$ cat src/rtl/aq_f_spsram_1024x64_ctrl.sv
// Request-side controller for the 1024x64 single-port SRAM macro: drives the
// active-low macro pins, zero-fills after reset and buffers read data in a FIFO.
`timescale 1ns/1ps
module aq_f_spsram_1024x64_ctrl #(
    parameter int ADDR_WIDTH = 10,
    parameter int DATA_WIDTH = 64,
    parameter int RSP_DEPTH  = 4,
    parameter int INIT_EN    = 1
) (
    input  logic                      CLK,
    input  logic                      RST,
    input  logic                      req_vld,
    output logic                      req_rdy,
    input  logic                      req_wr,
    input  logic [ADDR_WIDTH-1:0]     req_addr,
    input  logic [DATA_WIDTH-1:0]     req_wdata,
    input  logic [DATA_WIDTH/8-1:0]   req_wstrb,
    output logic                      rsp_vld,
    input  logic                      rsp_rdy,
    output logic [DATA_WIDTH-1:0]     rsp_data,
    output logic                      init_done,
    output logic [ADDR_WIDTH-1:0]     sram_a,
    output logic                      sram_cen,
    output logic                      sram_gwen,
    output logic [DATA_WIDTH-1:0]     sram_wen,
    output logic [DATA_WIDTH-1:0]     sram_d,
    input  logic [DATA_WIDTH-1:0]     sram_q
);

    localparam int BW  = DATA_WIDTH / 8;
    localparam int PW  = $clog2(RSP_DEPTH);
    localparam int CW  = PW + 1;
    localparam int CW1 = CW + 1;

    typedef enum logic {ST_INIT, ST_RUN} state_e;
    localparam state_e RST_ST = (INIT_EN != 0) ? ST_INIT : ST_RUN;

    state_e                state_q, state_d;
    logic [ADDR_WIDTH-1:0] cnt_q, cnt_d;
    logic                  init_done_q, init_done_d;
    logic                  rd_pend_q, rd_pend_d;

    logic [DATA_WIDTH-1:0] fifo_q [RSP_DEPTH];
    logic [PW-1:0]         wptr_q, rptr_q;
    logic [CW-1:0]         fcnt_q;

    logic fire, push, pop, credit_ok;

    // In-flight reads hold a slot; a pop in the same cycle is deliberately not credited.
    assign credit_ok = (CW1'(fcnt_q) + CW1'(rd_pend_q)) < CW1'(RSP_DEPTH);

    always_comb begin
        state_d   = state_q;
        cnt_d     = cnt_q;
        req_rdy   = 1'b0;
        fire      = 1'b0;
        sram_cen  = 1'b1;
        sram_gwen = 1'b1;
        sram_wen  = '1;
        sram_a    = '0;
        sram_d    = '0;
        // Pins are gated by RST so the macro is idle the instant reset asserts.
        case (state_q)
            ST_INIT: begin
                if (!RST) begin
                    sram_cen  = 1'b0;
                    sram_gwen = 1'b0;
                    sram_wen  = '0;
                    sram_a    = cnt_q;
                    cnt_d     = cnt_q + ADDR_WIDTH'(1);
                    if (cnt_q == '1) begin
                        state_d = ST_RUN;
                    end
                end
            end
            ST_RUN: begin
                req_rdy = ~RST & (req_wr | credit_ok);
                fire    = req_vld & req_rdy;
                if (fire) begin
                    sram_cen  = 1'b0;
                    sram_gwen = ~req_wr;
                    sram_a    = req_addr;
                    sram_d    = req_wdata;
                    for (int unsigned i = 0; i < BW; i++) begin
                        sram_wen[i*8 +: 8] = {8{~(req_wr & req_wstrb[i])}};
                    end
                end
            end
            default: state_d = RST_ST;
        endcase
        init_done_d = (state_d == ST_RUN);
        rd_pend_d   = fire & ~req_wr;
    end

    always_ff @(posedge CLK or posedge RST) begin
        if (RST) begin
            state_q     <= RST_ST;
            cnt_q       <= '0;
            init_done_q <= 1'b0;
            rd_pend_q   <= 1'b0;
        end else begin
            state_q     <= state_d;
            cnt_q       <= cnt_d;
            init_done_q <= init_done_d;
            rd_pend_q   <= rd_pend_d;
        end
    end

    assign push = rd_pend_q;
    assign pop  = rsp_vld & rsp_rdy;

    always_ff @(posedge CLK or posedge RST) begin
        if (RST) begin
            wptr_q <= '0;
            rptr_q <= '0;
            fcnt_q <= '0;
            for (int unsigned i = 0; i < RSP_DEPTH; i++) begin
                fifo_q[i] <= '0;
            end
        end else begin
            if (push) begin
                fifo_q[wptr_q] <= sram_q;
                wptr_q         <= wptr_q + PW'(1);
            end
            if (pop) begin
                rptr_q <= rptr_q + PW'(1);
            end
            case ({push, pop})
                2'b10:   fcnt_q <= fcnt_q + CW'(1);
                2'b01:   fcnt_q <= fcnt_q - CW'(1);
                default: fcnt_q <= fcnt_q;
            endcase
        end
    end

    assign rsp_vld   = (fcnt_q != '0);
    assign rsp_data  = fifo_q[rptr_q];
    assign init_done = init_done_q;

endmodule

$ cat config.mk
export PLATFORM = sky130hd
export DESIGN_NAME = aq_f_spsram_1024x64_ctrl
export DESIGN_NICKNAME = d
export VERILOG_FILES = /design/src/rtl/aq_f_spsram_1024x64_ctrl.sv
export SDC_FILE = /design/constraint.sdc
export NUM_CORES = 1
export LEC_CHECK = 0
export CAP_MARGIN = 40
export CORE_ASPECT_RATIO = 0.5
export CORE_MARGIN = 1
export CORE_UTILIZATION = 35
export CTS_BUF_LIST = sky130_fd_sc_hd__clkbuf_8 sky130_fd_sc_hd__clkbuf_16
export CTS_CLUSTER_DIAMETER = 100
export DETAILED_ROUTE_END_ITERATION = 16
export GPL_TIMING_DRIVEN = 0
export SLEW_MARGIN = 5
export SYNTH_ARGS = -nofsm -noshare
export SYNTH_HDL_FRONTEND = slang
export SYNTH_SLANG_ARGS = --single-unit
$ cat constraint.sdc
create_clock -name CLK -period 16.1 [get_ports CLK]
set_input_delay 1.61 -clock CLK [delete_from_list [all_inputs] [get_ports CLK]]
set_output_delay 1.61 -clock CLK [all_outputs]
set_load 0.1 [all_outputs]
==> summary.md, run 1 <==
| Metric | Value |
|---|---|
| Slew at the pin closest to its max-slew limit | 925 ps |
| DRT antenna net count | 0 |
| Final Max Slew Viols | 0 |
| Post-CTS setup buffers | 0 |
| Post-layout min period | 6180 ps |
| Synth unique cells | 34 |
| Boundary pin count | 358 |
| Worst Hold Class | flip-flop to flip-flop |
| Full die area | 38100 sq um |
| Yosys top cell area share | 52.8% |
| Post-synth top area cell | dfrtp_1 |
| Pre-Repair DR Iteration Count | 10 |
| Crit Path Category | primary input to output port |
| Antenna Cells | 0 |
| CP Launch Type | primary input |
| Initial antenna violation count | 0 |
| Worst EP required | 14490 ps |
| Clk pin slew, worst setup/hold paths | 60 ps |
| Remaining DRCs | 2 |
| Power Density | 156 nW/um^2 |
| Site Rows | 49 |
| Period utilization | 38.4% |
| Via count | 9429 |
| Yosys reg bits | 275 |
| Dpl cells | 1927 |
| Initial DRC count | 452 |
| Post-synthesis cell count | 877 |
| Gpl congestion | 0.840 |
| Final Util | 60.2% |
| CP Capture Type | output port |
| FFs w/ async S/R, synth | 100% |
| Failing checks | design-rule violations |
| Fin Setup TNS | 0 ps |
| Vias in the first global route | 10584 |
| Worst-Skew Late Latency | 540 ps |
| HPWL after detailed placement | 27.6 mm |
| Seq/Total Area, Yosys | 52.8% |
| Status | finished, violations left |
| Top Layer Used | met4 |
| Commonest cells post-synth | dfrtp_1 (275), mux2_2 (257), and2_1 (66) |
| Final Non-Filler Cells | 1977 |
| Slew headroom | 37.7% |
| Nets@finish | 1631 |
| Area growth, synth to finish | 67.7% |
| Synth warn | 0 |
| RSZ-0062 raised after global routing | false |
| CTS tree | done |
| Core Area | 36300 sq um |
| Routed wl met2 | 19.7 mm |
| Die W | 275 microns |
| CTS root buf | clkbuf_16 |
| Worst clock skew | 12.9 ps |
| Primary FF master, synth | dfrtp_1 |
| Arr. time, crit path | 4570 ps |
| Synth top area cells | dfrtp_1 (53%), mux2_2 (22%), mux4_2 (11%) |
| Clock buffer depth | 3 |
| Worst-path maximum fanout | 10 |
| Avg Inst Size Synth | 14.9 sq um |
| Setup violators final | 0 |
| WL met3 | 1.34 mm |
| GRT Util Overall | 19.7% |
| Count leader, synth | dfrtp_1 |
| H-tree depth | 1 |
| Post-synth EDFFs | 0 |
| M1 wire length | 14.9 mm |
| Share of cells above drive strength 1 | 45.1% |
| # clock sinks | 275 |
| CTS Hold Bufs | 0 |
| Maximum VDD drop | 115 uV |
| Pin count of the biggest net entering global routing | 106 |
| Final-report hold violation count | 0 |
| Via density | 4.77 |
| WL final | 36.7 mm |
| Syn Nets | 1035 |
| CTS Buf Count | 26 |
| Max-cap viol count | 0 |
| Leakage | 0.00923 uW |
| Total grt overflow | 0 |
| Routed len/inst | 18.6 microns |
| I/O Buffers | 357 |
| PostCTS Resize Cnt | 0 |
| Initial Utilization | 35.9% |
| Fmax | 162 MHz |
| Netlist Area Pre-Place | 13000 sq um |
| DIE HEIGHT | 138 microns |
| Global-route wire length before repair | 58.9 mm |
[registers in the layout (all words and copies together) (netlist names)]
name	cells
wptr_q	2
push	1
rptr_q	2
init_done	1
fcnt_q	3
fifo_q	256
cnt_q	10
[report_power, final]
| group | leakage (uW) | switching [uW] | internal, uW |
|---|---|---|---|
| Clock | 0.000450 | 263 | 360 |
| Combinational | 0.00555 | 1160 | 848 |
| Sequential | 0.00323 | 35.3 | 739 |
[cells in the final DEF (no fill, tap or decap), drive strengths merged]
cell	instances
nand2b	11
o31a	1
and2	66
inv	14
o2111ai	10
nor3	3
a31oi	1
mux4	64
mux2i	1
nand3	2
or3	1
clkinvlp	2
clkinv	8
ha	6
xnor2	7
a21oi	12
clkbuf	49
nor2	3
nand2	9
xor2	8
bufinv	2
o21ai	10
clkdlybuf4s50	357
a211oi	1
a21o	1
a41o	1
dfrtp	275
a31o	1
fa	1
nand4	4
nand4bb	1
mux2	257
and3	2
buf	302
[per-stage QoR]
stage / cell area, sq um / worst slack (ps) / hold slack [ps] / power, uW
floorplan: 13000 / 6900 / 456 / 1930
global placement: 17200 / 3810 / 481 / 2280
detailed placement: 21000 / 9840 / 487 / 2810
CTS: 21900 / 9840 / 501 / 3450
global route: 21900 / 9730 / 506 / 3530
finish: 21900 / 9920 / 494 / 3410
[layer usage]
layer	vias to the layer above	GRT usage, %
li1	4322	-
met1	4865	23.8
met2	187	35.8
met3	55	3.79
met4	0	4.71
met5	-	0
[area by class of cell]
class                           instances  area [sq um]
Fill cell                            2705         14400
Timing Repair Buffer                  568          7330
Sequential cell                       275          6880
Tap cell                              484           606
Inverter                               10          45.0
Buffer                                108           673
Clock buffer                           32           744
Clock inverter                         16           134
Multi-Input combinational cell        484          5450
[cell families after synthesis]
group	share of synthesized area, %
multiplexers	33.3
flip-flops	52.8
buffers and inverters	5.45
AND/OR/NAND/NOR	4.65
AO/OA/AOI/OAI	2.05
XOR/XNOR	1.01
adder cells (fa/ha/maj)	0.729
[worst max-delay path, stage by stage]
cell	delay, ps
clkdlybuf4s50_1	730
nor2_1	200
clkbuf_1	270
o21ai_0	790
buf_4	230
clkdlybuf4s50_1	520
buf_8	210
[path summary, 6_finish.rpt]
kind / cells past startpoint / start / slack [ps] / to
worst max-delay path: 7 / RST / 9920 / sram_wen[63]
worst min-delay path: 1 / cnt_q[9] / 490 / cnt_q[9]
worst max register to register: 5 / wptr_q[0] / 14090 / fifo_q[226]
worst min register to register: 1 / cnt_q[9] / 490 / cnt_q[9]
max in group asynchronous: 4 / RST / 12990 / fifo_q[134]
min in group asynchronous: 2 / RST / 1830 / push
No activity file was read; power rests on OpenSTA's default activity.
==> inputs of run 2 (changes only) <==
==> constraint.sdc (replaced) <==
create_clock -name CLK -period 6 [get_ports CLK]
set_input_delay 0.6 -clock CLK [delete_from_list [all_inputs] [get_ports CLK]]
set_output_delay 0.6 -clock CLK [all_outputs]
set_load 0.1 [all_outputs]
==> run 2 against run 1 <==
Against the previous run:
- clock-buffer cell count up 3
- first-iteration DRC count down 12%
- sequential power rose to 2.7 times the previous value
- design area up 0.25%
- critical endpoint is now sram_wen[4]
- die area unchanged
- critical path type unchanged
- combinational power grew to 2.6 times the previous value
- non-clock buffer count increased by 6
- routed wire length grew 0.95%
- clock power rose to 2.8 times the previous value
- the flow still finishes with violations (design-rule violations)
- largest cell class unchanged
- flip-flop and latch count is the same
- final cell count increased by 0.30%
- sequential share of layout area is 0.079 points lower
- largest power group unchanged
==> summary.md, run 2 (synthesis results as in run 1) <==
| Metric | Value |
|---|---|
| Final Max Slew Viols | 0 |
| Worst r2r path cells | 5 |
| Post-CTS setup buffers | 0 |
| RSZ-0062 raised after global routing | false |
| Worst Hold Class | flip-flop to flip-flop |
| CP Launch Type | primary input |
| CTS tree | done |
| Design Power | 9100 uW |
| CTS Buf Count | 26 |
| Most frequent cells in the layout | clkdlybuf4s50_1 (357), dfrtp_1 (275), mux2_2 (257), buf_8 (167), and2_1 (66) |
| Via count | 9471 |
| WL final | 37.1 mm |
| Area growth, synth to finish | 68.1% |
| Gpl congestion | 0.864 |
| HPWL after detailed placement | 28.0 mm |
| I/O Buffers | 357 |
| CTS Hold Bufs | 0 |
| Maximum VDD drop | 295 uV |
| Fill cells | 2703 |
| DP Worst Slack | 1810 ps |
| Leakage | 0.00925 uW |
| Worst-path cell chain | clkdlybuf4s50_1 -> a21oi_1 -> o21ai_0 -> buf_4 -> clkdlybuf4s50_1 -> buf_8 |
| Vias in the first global route | 10358 |
| Regs by FF count | fifo_q (256), cnt_q (10), fcnt_q (3) |
| Max-cap viol count | 0 |
| Worst-path maximum fanout | 9 |
| Slew at the pin closest to its max-slew limit | 946 ps |
| Setup violators final | 0 |
| Max reg flops | 256 |
| Power Density | 415 nW/um^2 |
| Status | finished, violations left |
| Worst-Skew Late Latency | 530 ps |
| Arr. time, crit path | 3580 ps |
| Share of cells above drive strength 1 | 45.3% |
| PostCTS Resize Cnt | 0 |
| PnR worst setup slack | 1820 ps |
| GRT Util Overall | 19.6% |
| Clk pin slew, worst setup/hold paths | 70 ps |
| Top cell by count, worst path | clkdlybuf4s50_1 |
| CTS root buf | clkbuf_16 |
| Full die area | 38100 sq um |
| WHS Path Cells | 1 |
| Worst path max stage delay | 810 ps |
| Period utilization | 69.7% |
| Bufs and invs on worst path | 4 |
| Die W | 275 microns |
| Core Area | 36300 sq um |
| Critical path depth | 6 |
| Worst EP required | 5400 ps |
| Worst clock skew | 8.51 ps |
| NetSw | 3890 uW |
| Pin count of the biggest net entering global routing | 41 |
| Final-report hold violation count | 0 |
| Reg power frac | 22.9% |
| Largest delay contributor family on the critical path | buffers and inverters |
| Clock buffer depth | 3 |
| Remaining DRCs | 8 |
| DRT antenna net count | 0 |
| Internal power | 5210 uW |
| Slowest CP cell | a21oi_1 |
| Initial Utilization | 35.9% |
| Initial DRC count | 396 |
| Global-route wire length before repair | 58.4 mm |
| Site Rows | 49 |
| Total grt overflow | 0 |
| Failing checks | design-rule violations |
| # clock sinks | 275 |
| Boundary pin count | 358 |
| Sw frac | 42.7% |
| Logic pwr share | 58.0% |
| Pre-Repair DR Iteration Count | 13 |
| Routed len/inst | 18.7 microns |
| DIE HEIGHT | 138 microns |
| Largest Register | fifo_q |
| CP Capture Type | output port |
| Clock power share | 19.1% |
| Post-layout min period | 4180 ps |
| Hold Slack | 500 ps |
| Commonest non-fill, non-tap cell in the layout | clkdlybuf4s50_1 |
| Slew headroom | 36.3% |
| Fmax | 239 MHz |
| H-tree depth | 1 |
| Crit Path Category | primary input to output port |
| Initial antenna violation count | 0 |
| Via density | 4.78 |
| Nets@finish | 1637 |
-- run 2: routing by layer --
metal / vias up / part of all wire, % / track usage [%] / wire [microns]
li1: 4328 / - / - / -
met4: 0 / 1.3 / 3.23 / 486
met1: 4927 / 42 / 24.9 / 15600
met5: - / 0 / 0 / 0
met3: 40 / 3.5 / 3.49 / 1290
met2: 176 / 53 / 35.2 / 19800
-- run 2: power by group through the flow --
| stage | logic, uW | registers, uW | clock network [uW] |
|---|---|---|---|
| after CTS | 5340 | 2080 | 1790 |
| after global routing | 5450 | 2100 | 1870 |
| after detailed placement | 5320 | 2110 | 0 |
| after global placement | 4010 | 2110 | 0 |
| after floorplan | 3110 | 2080 | 0 |
| final | 5280 | 2080 | 1740 |
-- run 2: layout make-up --
type / count / area (sq um) / area share (%)
repair buffers: 574 / 7350 / 33.5
flip-flops and latches: 275 / 6880 / 31.4
multi-input cells: 484 / 5450 / 24.8
clock buffers: 35 / 786 / 3.58
plain buffers: 108 / 673 / 3.07
well taps: 484 / 606 / 2.76
clock inverters: 12 / 131 / 0.599
inverters: 10 / 41.3 / 0.188
diodes: 1 / 2.50 / 0.0114
-- run 2: worst paths after layout --
check                           slack, ps       start          end
worst max-delay path                 1820         RST  sram_wen[4]
worst min-delay path                  500  fifo_q[84]   fifo_q[84]
worst max register to register       4000   wptr_q[0]  fifo_q[194]
worst min register to register        500  fifo_q[84]   fifo_q[84]
max in group asynchronous            4120         RST  fifo_q[203]
min in group asynchronous             630         RST    init_done
-- run 2: through the flow --
stage / setup TNS [ps] / instances / util, % / area (sq um)
2_1_floorplan: 0 / 877 / - / 13000
3_3_place_gp: -57390 / 1718 / 47.4 / 17200
3_5_place_dp: 0 / 1933 / 57.8 / 21000
4_1_cts: 0 / 1980 / 60.4 / 21900
5_1_grt: 0 / 1982 / 60.4 / 21900
6_report: 0 / 1983 / 60.4 / 21900
